===== config.mk =====
export PLATFORM = sky130hd
export DESIGN_NAME = ps2_host_tx
export DESIGN_NICKNAME = d
export VERILOG_FILES = /design/src/rtl/ps2_host_tx.sv
export SDC_FILE = /design/constraint.sdc
export NUM_CORES = 1
export LEC_CHECK = 0
export ABC_AREA = 0
export BUFFER_PORTS_ARGS = -buffer_cell sky130_fd_sc_hd__buf_2
export CORE_AREA = 8 8 86 88
export CTS_CLUSTER_SIZE = 20
export DETAILED_ROUTE_END_ITERATION = 10
export DIE_AREA = 0 0 94 96
export SLEW_MARGIN = 0
export SYNTH_ARGS = -nofsm -noshare
export SYNTH_HDL_FRONTEND = slang
export SYNTH_SLANG_ARGS = --single-unit

===== constraint.sdc =====
create_clock -name clk -period 4.8 [get_ports clk]
set_input_delay 0.48 -clock clk [delete_from_list [all_inputs] [get_ports clk]]
set_output_delay 0.48 -clock clk [all_outputs]
set_load 0.01 [all_outputs]

===== src/rtl/ps2_host_tx.sv =====
// ps2_host_tx
// Host-to-device PS/2 transmitter. It sends one command byte to the device
// over the shared PS2_CLK/PS2_DAT pair, driving both lines open-drain through
// drive-low enables. One frame is: inhibit (clock held low), request-to-send
// (data low = start bit), then the device clocks out 8 data bits LSB first,
// odd parity and stop, and finally returns an ACK bit.
//
// Ports:
//   clk             system clock
//   resetn          asynchronous active-low reset
//   ps2c_in         sampled PS2 clock line
//   ps2d_in         sampled PS2 data line
//   tx_data[7:0]    command byte, latched when tx_start is accepted
//   tx_start        one-cycle request, accepted only while idle
//   ps2c_drive_low  1 = pull PS2 clock low, 0 = release
//   ps2d_drive_low  1 = pull PS2 data low, 0 = release
//   tx_busy         high while a transfer is in progress
//   tx_done         one-cycle pulse when a transfer ends
//   tx_err          valid with tx_done: 1 = no ACK or timeout
module ps2_host_tx #(
    parameter int INHIBIT_CYCLES = 6000,
    parameter int TIMEOUT_CYCLES = 750000,
    parameter int FILTER_LEN     = 8
) (
    input  logic       clk,
    input  logic       resetn,
    input  logic       ps2c_in,
    input  logic       ps2d_in,
    input  logic [7:0] tx_data,
    input  logic       tx_start,
    output logic       ps2c_drive_low,
    output logic       ps2d_drive_low,
    output logic       tx_busy,
    output logic       tx_done,
    output logic       tx_err
);
    // One counter serves both the inhibit interval and the edge timeout.
    localparam int CNT_MAX = (INHIBIT_CYCLES > TIMEOUT_CYCLES) ? INHIBIT_CYCLES : TIMEOUT_CYCLES;
    localparam int CNT_W   = $clog2(CNT_MAX + 1);
    localparam logic [CNT_W-1:0] INHIBIT_LAST = CNT_W'(INHIBIT_CYCLES - 1);
    localparam logic [CNT_W-1:0] TIMEOUT_LAST = CNT_W'(TIMEOUT_CYCLES - 1);

    typedef enum logic [2:0] {
        IDLE, INHIBIT, RTS, SEND, ACK, WAIT_IDLE, DONE
    } state_t;

    state_t                state_reg, state_next;
    logic [CNT_W-1:0]      cnt_reg, cnt_next;
    logic [3:0]            bit_cnt_reg, bit_cnt_next;
    logic [9:0]            frame_reg, frame_next;
    logic                  ack_ok_reg, ack_ok_next;
    logic                  c_low_reg, c_low_next;
    logic                  d_low_reg, d_low_next;
    logic                  busy_reg, busy_next;
    logic                  done_reg, done_next;
    logic                  err_reg, err_next;

    // Clock deglitch: the filtered level only changes once the whole
    // window agrees, so short spikes on the line are absorbed.
    logic [FILTER_LEN-1:0] shift_reg;
    logic                  filt_reg, filt_next;
    logic                  fall;

    always_comb begin
        filt_next = filt_reg;
        if (&shift_reg) begin
            filt_next = 1'b1;
        end else if (~|shift_reg) begin
            filt_next = 1'b0;
        end
    end

    assign fall = filt_reg & ~filt_next;

    always_ff @(posedge clk or negedge resetn) begin
        if (!resetn) begin
            shift_reg <= '1;
            filt_reg  <= 1'b1;
        end else begin
            shift_reg <= {shift_reg[FILTER_LEN-2:0], ps2c_in};
            filt_reg  <= filt_next;
        end
    end

    always_comb begin
        state_next   = state_reg;
        cnt_next     = cnt_reg;
        bit_cnt_next = bit_cnt_reg;
        frame_next   = frame_reg;
        ack_ok_next  = ack_ok_reg;
        d_low_next   = d_low_reg;

        case (state_reg)
            IDLE: begin
                if (tx_start) begin
                    state_next   = INHIBIT;
                    cnt_next     = '0;
                    bit_cnt_next = 4'd0;
                    frame_next   = {1'b1, ~^tx_data, tx_data};
                    ack_ok_next  = 1'b0;
                end
            end
            INHIBIT: begin
                if (cnt_reg == INHIBIT_LAST) begin
                    state_next = RTS;
                    cnt_next   = '0;
                end else begin
                    cnt_next = cnt_reg + CNT_W'(1);
                end
            end
            RTS: begin
                // Data stays low into SEND: that is the start bit.
                state_next = SEND;
                cnt_next   = '0;
            end
            SEND, ACK, WAIT_IDLE: begin
                cnt_next = fall ? '0 : cnt_reg + CNT_W'(1);
                if (fall && state_reg == SEND) begin
                    // Frame bits go out on falls 1..10; the stop bit (1)
                    // releases the data line.
                    d_low_next   = ~frame_reg[0];
                    frame_next   = {1'b1, frame_reg[9:1]};
                    bit_cnt_next = bit_cnt_reg + 4'd1;
                    if (bit_cnt_reg == 4'd9) begin
                        state_next = ACK;
                    end
                end else if (fall && state_reg == ACK) begin
                    ack_ok_next = ~ps2d_in;
                    state_next  = WAIT_IDLE;
                end
                if (state_reg == WAIT_IDLE && filt_reg && ps2d_in) begin
                    state_next = DONE;
                end else if (!fall && cnt_reg == TIMEOUT_LAST) begin
                    state_next  = DONE;
                    ack_ok_next = 1'b0;
                end
            end
            DONE: begin
                state_next = IDLE;
            end
            default: begin
                state_next = IDLE;
            end
        endcase

        // Line drives and status are derived from the next state so that
        // every output comes straight from a flop.
        c_low_next = (state_next == INHIBIT) || (state_next == RTS);
        if (state_next == IDLE || state_next == INHIBIT || state_next == DONE) begin
            d_low_next = 1'b0;
        end else if (state_next == RTS) begin
            d_low_next = 1'b1;
        end
        busy_next = (state_next != IDLE) && (state_next != DONE);
        done_next = (state_next == DONE);
        err_next  = (state_next == DONE) && !ack_ok_next;
    end

    always_ff @(posedge clk or negedge resetn) begin
        if (!resetn) begin
            state_reg   <= IDLE;
            cnt_reg     <= '0;
            bit_cnt_reg <= 4'd0;
            frame_reg   <= '0;
            ack_ok_reg  <= 1'b0;
            c_low_reg   <= 1'b0;
            d_low_reg   <= 1'b0;
            busy_reg    <= 1'b0;
            done_reg    <= 1'b0;
            err_reg     <= 1'b0;
        end else begin
            state_reg   <= state_next;
            cnt_reg     <= cnt_next;
            bit_cnt_reg <= bit_cnt_next;
            frame_reg   <= frame_next;
            ack_ok_reg  <= ack_ok_next;
            c_low_reg   <= c_low_next;
            d_low_reg   <= d_low_next;
            busy_reg    <= busy_next;
            done_reg    <= done_next;
            err_reg     <= err_next;
        end
    end

    assign ps2c_drive_low = c_low_reg;
    assign ps2d_drive_low = d_low_reg;
    assign tx_busy        = busy_reg;
    assign tx_done        = done_reg;
    assign tx_err         = err_reg;

endmodule


### Word level (Yosys, flattened, before mapping)

Cells that the tools add are included.

| storage, ports and cells | value |
|---|---|
| word-level logic and storage cells | 88 |
| bits in registers | 52 |
| input bits | 13 |

| cells by class | value |
|---|---|
| bitwise logic cells | 4 |
| add/subtract/negate cells | 2 |
| equality and inequality tests | 14 |
| reduce and logical (&&, ||, !) cells | 26 |
| muxes and demuxes | 30 |

Operators by type and width:

| operator | count |
|---|---|
| $pmux W20 S4 | 1 |
| $mux W20 | 3 |
| $mux W3 | 7 |
| $add A20 B1 Y20 const B | 1 |
| $eq A20 B13 Y1 const B | 1 |
| $eq A20 B20 Y1 const B | 1 |
| $mux W10 | 2 |
| $pmux W10 S2 | 1 |
| $pmux W3 S4 | 1 |
| $mux W1 | 11 |
| $eq A3 B2 Y1 const B | 3 |
| $eq A3 B3 Y1 const B | 3 |
| $reduce_bool A3 Y1 | 3 |
| $mux W4 | 2 |
| $pmux W4 S2 | 1 |
| $reduce_and A8 Y1 | 1 |
| $reduce_or A8 Y1 | 1 |
| $reduce_xnor A8 Y1 | 1 |
| $logic_and A1 B1 Y1 | 7 |
| $eq A3 B1 Y1 const B | 2 |
| $logic_not A3 Y1 | 2 |
| $add A4 B1 Y4 const B | 1 |
| $eq A4 B4 Y1 const B | 1 |
| $ne A2 B2 Y1 const B | 2 |
| 11 further kinds | 17 |

### Depth between registers and ports, before layout

| depth | value |
|---|---|
| depth after elaboration | 16 |
| mapped depth | 9 |
| gate-level depth less buffers | 8 |

### Worst setup path after synthesis

Ideal clock, no wire load.

| timing | value |
|---|---|
| path kind | register to register |
| start point | register cnt_reg[0] |
| end point | register cnt_reg[13] |
| cell stages (with the launch flop) | 10 |
| clock period less this slack | 2,261 ps |
| arrival | 2,179 ps |
| path slack | 2,539 ps |
| library setup time | 82 ps |
| buffers on the path | 2 |
| cell sequence | dfrtp_1 > ha_1 > and3_1 > and4b_1 > clkbuf_1 > a211oi_1 > a21o_1 > buf_2 > nand2_1 > a31oi_1 |

| on the way | value |
|---|---|
| word-level cells in the longest chain between the ends | 3 |

Ends and longest elaborated chain:

| what | line | source |
|---|---|---|
| start: declaration | 48 | `logic [CNT_W-1:0] cnt_reg, cnt_next;` |
| start signal: assignment | 173 | `cnt_reg <= cnt_next;` |
| $add A20 B1 Y20 or $eq A20 B13 Y1 (tied branches) | 108, 117, 104 |  |
| $mux W20, on equally long branches | 117, 104 |  |
| $pmux W20 S4 (*) | 93 | `case (state_reg)` |

Mark *: on every way between the ends. The rest lies on a longest branch, timed or not.
A chain may end at the register's enable or synchronous reset.

### Worst setup path in the final report

| timing | value |
|---|---|
| start point | register cnt_reg[0] |
| end point | register cnt_reg[3] |

The elaborated chain is that of the path after synthesis.

==> impl_results.md <==
* Post-synth EDFFs at 0
* Setup TNS at 0 ns
* Antenna fix cells at 0
* Fin util at 48.7%
* CTS tree: done
* Slew @ Worst Pin at 0.990 ns
* Critical path class: register to register
* IO Pins at 18
* Drt via density at 5.63
* Number of global-route vias before repair at 2069
* Clock sink total at 52
* Max FFs per register at 20
* Clock Skew at 0.00655 ns
* Post-Syn Area per Cell at 9.95 um2
* Top_reg_cell synth: dfrtp_1
* Die area at 9020 um2
* Clk Latency, worst-skew pair at 0.30 ns
* Status: completed
* H-tree depth at 2
* Die Y at 96 um
* Post-Synth Simple-Gate Area at 23.1%
* Worst Path Max Fanout at 11
* Post-synthesis compound-gate area fraction at 19.9%
* Adder-cell share of the synthesized area at 1.37%
* Nature of the critical path startpoint: register
* Post-CTS Hold Fix Bufs at 0
* Cell area after layout at 2970 um2
* Synthesized instance count at 276
* Total track usage at 13.6%
* Netlist cell types at 58
* Register area share after synthesis at 47.8%
* Via Count at 2062
* CTS max path bufs at 2
* Layout cells sized above 1 at 17.3%
* Die width at 94 um
* Final hold viol count at 0
* Post-Layout Cell Count at 366
* GPL Wtd Cong at 0.836
* # DRC at 0
* Worst min path class: primary input to register
* CTS Root Cell: clkbuf_8
* Static leakage at 1.27 nW
* Slew Limit Fails at 0
* Core area at 6100 um2
* Worst setup margin at 1.93 ns
* Post-synthesis mux area share at 0.364%
* Max Freq at 349 MHz
* Final setup viols at 0
* Placed cell areas at 2860 um2
* Total chip power at 1.10 mW
* CTS buffer count at 5
* Clock-pin transition on the worst setup and hold timing paths at 0.09 ns
* Largest net degree at the start of global routing at 53
* Drt total wl at 5.58 mm
* Synth warn at 0
* HPWL Detailed at 3.88 mm
* Critical Path AT at 3.09 ns
* Required @ worst endpoint at 5.02 ns
* Routed len/inst at 15.2 um
* Initial drt markers at 141
* Hold slack final at 0.271 ns
* # Post-CTS Setup Buffers at 0
* Unrepaired setup endpoints after global routing: false
* Total grt overflow at 0
* Setup WS pre-CTS at 1.98 ns
* Port bufs at 17
* Initial antenna violation count at 0
* XOR/XNOR Fraction of Synth Area at 3.51%
* Max-Cap Viols at 0
* Layout area overhead at 8.02%
* Initial Util at 45.1%
* Placed Instances at 358
* Syn Std Cell Area at 2750 um2
* Post-CTS resize count at 0
* First-pass GRT wire length at 9.83 mm
* Post-synthesis register bit count at 52
* Crit share post-route at 59.8%
* Pwr dens at 371 nW/um2
* Max_slew headroom at 34.0%
* Largest family of logic cells by synthesized area: simple AND/OR/NAND/NOR gates
* Drt pass-1 iters at 4
* Post-route ant nets at 0
* Rows at 29
* VDD IR-drop max at 0.000204 V
* Nets at 304
* Synth Net Count at 292
* CP endpoint kind: register
* Fin crit period at 2.87 ns
* Synth async-reset ratio at 100%
==> Yosys cell counts (2+ instances only) <==
cell type   n  share of area (%)
nor3_1      8                1.5
nor4_4      3                2.3
dfstp_2     9                8.6
dfrtp_1    43                 39
and2_1      5                1.1
clkbuf_1    7               0.96
or3_1       4               0.91
o21ai_0     3               0.55
nand3_1     8                1.5
a211oi_2    2               0.91
and4b_1     2               0.73
and3_1      8                1.8
nand2_1    16                2.2
o22ai_1     9                2.0
nand4_1    10                2.3
o21ai_1     5               0.91
o211ai_1    2               0.55
a21o_1      8                2.2
nor2_1     30                4.1
inv_1       8                1.1
a41oi_1     2               0.64
a21oi_1    18                3.3
xnor2_1     6                1.9
nand2b_1    4               0.91
and4_1      2               0.64
o21a_1      5                1.4
buf_6       3                1.2
xor2_1      5                1.6
or2_2       3               0.68
ha_1        3                1.4
a31oi_1     8                1.8
==> cell families (layout without fill, tap and decap cells) <==
group | count (synthesis) | in the layout
buffers and inverters | 22 | 35
AO/OA/AOI/OAI | 77 | 77
multiplexers | 1 | 1
AND/OR/NAND/NOR | 110 | 110
flip-flops | 52 | 52
XOR/XNOR | 11 | 11
adder cells (fa/ha/maj) | 3 | 3
==> routing by layer <==
metal	up-vias	global-route usage [%]	routed length [um]
li1	1041	-	-
met1	999	18.0	2800
met3	5	2.89	122
met5	-	0	0
met2	17	21.8	2590
met4	0	3.96	63
==> final cells by class <==
type,count,area [um2]
Timing Repair Buffer,18,92.6
Inverter,9,33.8
Fill cell,595,3130
Clock buffer,6,72.6
Sequential cell,52,1310
Multi-Input combinational cell,202,1320
Tap cell,77,96.3
Clock inverter,2,35.0
==> worst max-delay path, stage by stage, from the launching register on <==
cell	delay [ns]
dfrtp_1	0.45
ha_1	0.26
and3_1	0.24
and4b_1	0.29
a31o_1	0.26
a2111oi_4	0.79
inv_2	0.26
a31oi_1	0.23
==> worst paths after layout <==
kind / slack (ns) / depth (start not counted) / endpoint / from
setup / recovery: 1.93 / 7 / cnt_reg[3] / cnt_reg[0]
hold / removal: 0.27 / 1 / shift_reg[0] / ps2c_in
setup reg to reg: 1.93 / 7 / cnt_reg[3] / cnt_reg[0]
hold reg to reg: 0.39 / 0 / shift_reg[4] / shift_reg[3]
max in group asynchronous: 4.08 / 2 / tx_busy / resetn
min in group asynchronous: 0.29 / 2 / cnt_reg[8] / resetn
==> cell usage in the layout (no fill, tap or decap), types with 3 or more instances in the layout <==
cell type	n
or3_1	4
and2_1	5
a21o_1	8
xor2_1	5
nor4_4	3
ha_1	3
dfstp_2	9
nor3_1	8
or2_2	3
inv_1	8
nand4_1	10
a31oi_1	8
a21oi_1	18
o21a_1	5
o21ai_0	3
nand2b_1	4
nand3_1	8
o21ai_1	5
dfrtp_1	43
and3_1	8
nand2_1	16
buf_2	17
xnor2_1	6
o22ai_1	9
nor2_1	30
clkbuf_8	5
==> report_power, final <==
part	switching [mW]	internal, mW
clock	0.136	0.155
sequential	0.0938	0.517
combinational	0.101	0.0975
total	0.331	0.770
Note: power is estimated with default switching activity, not from simulation.
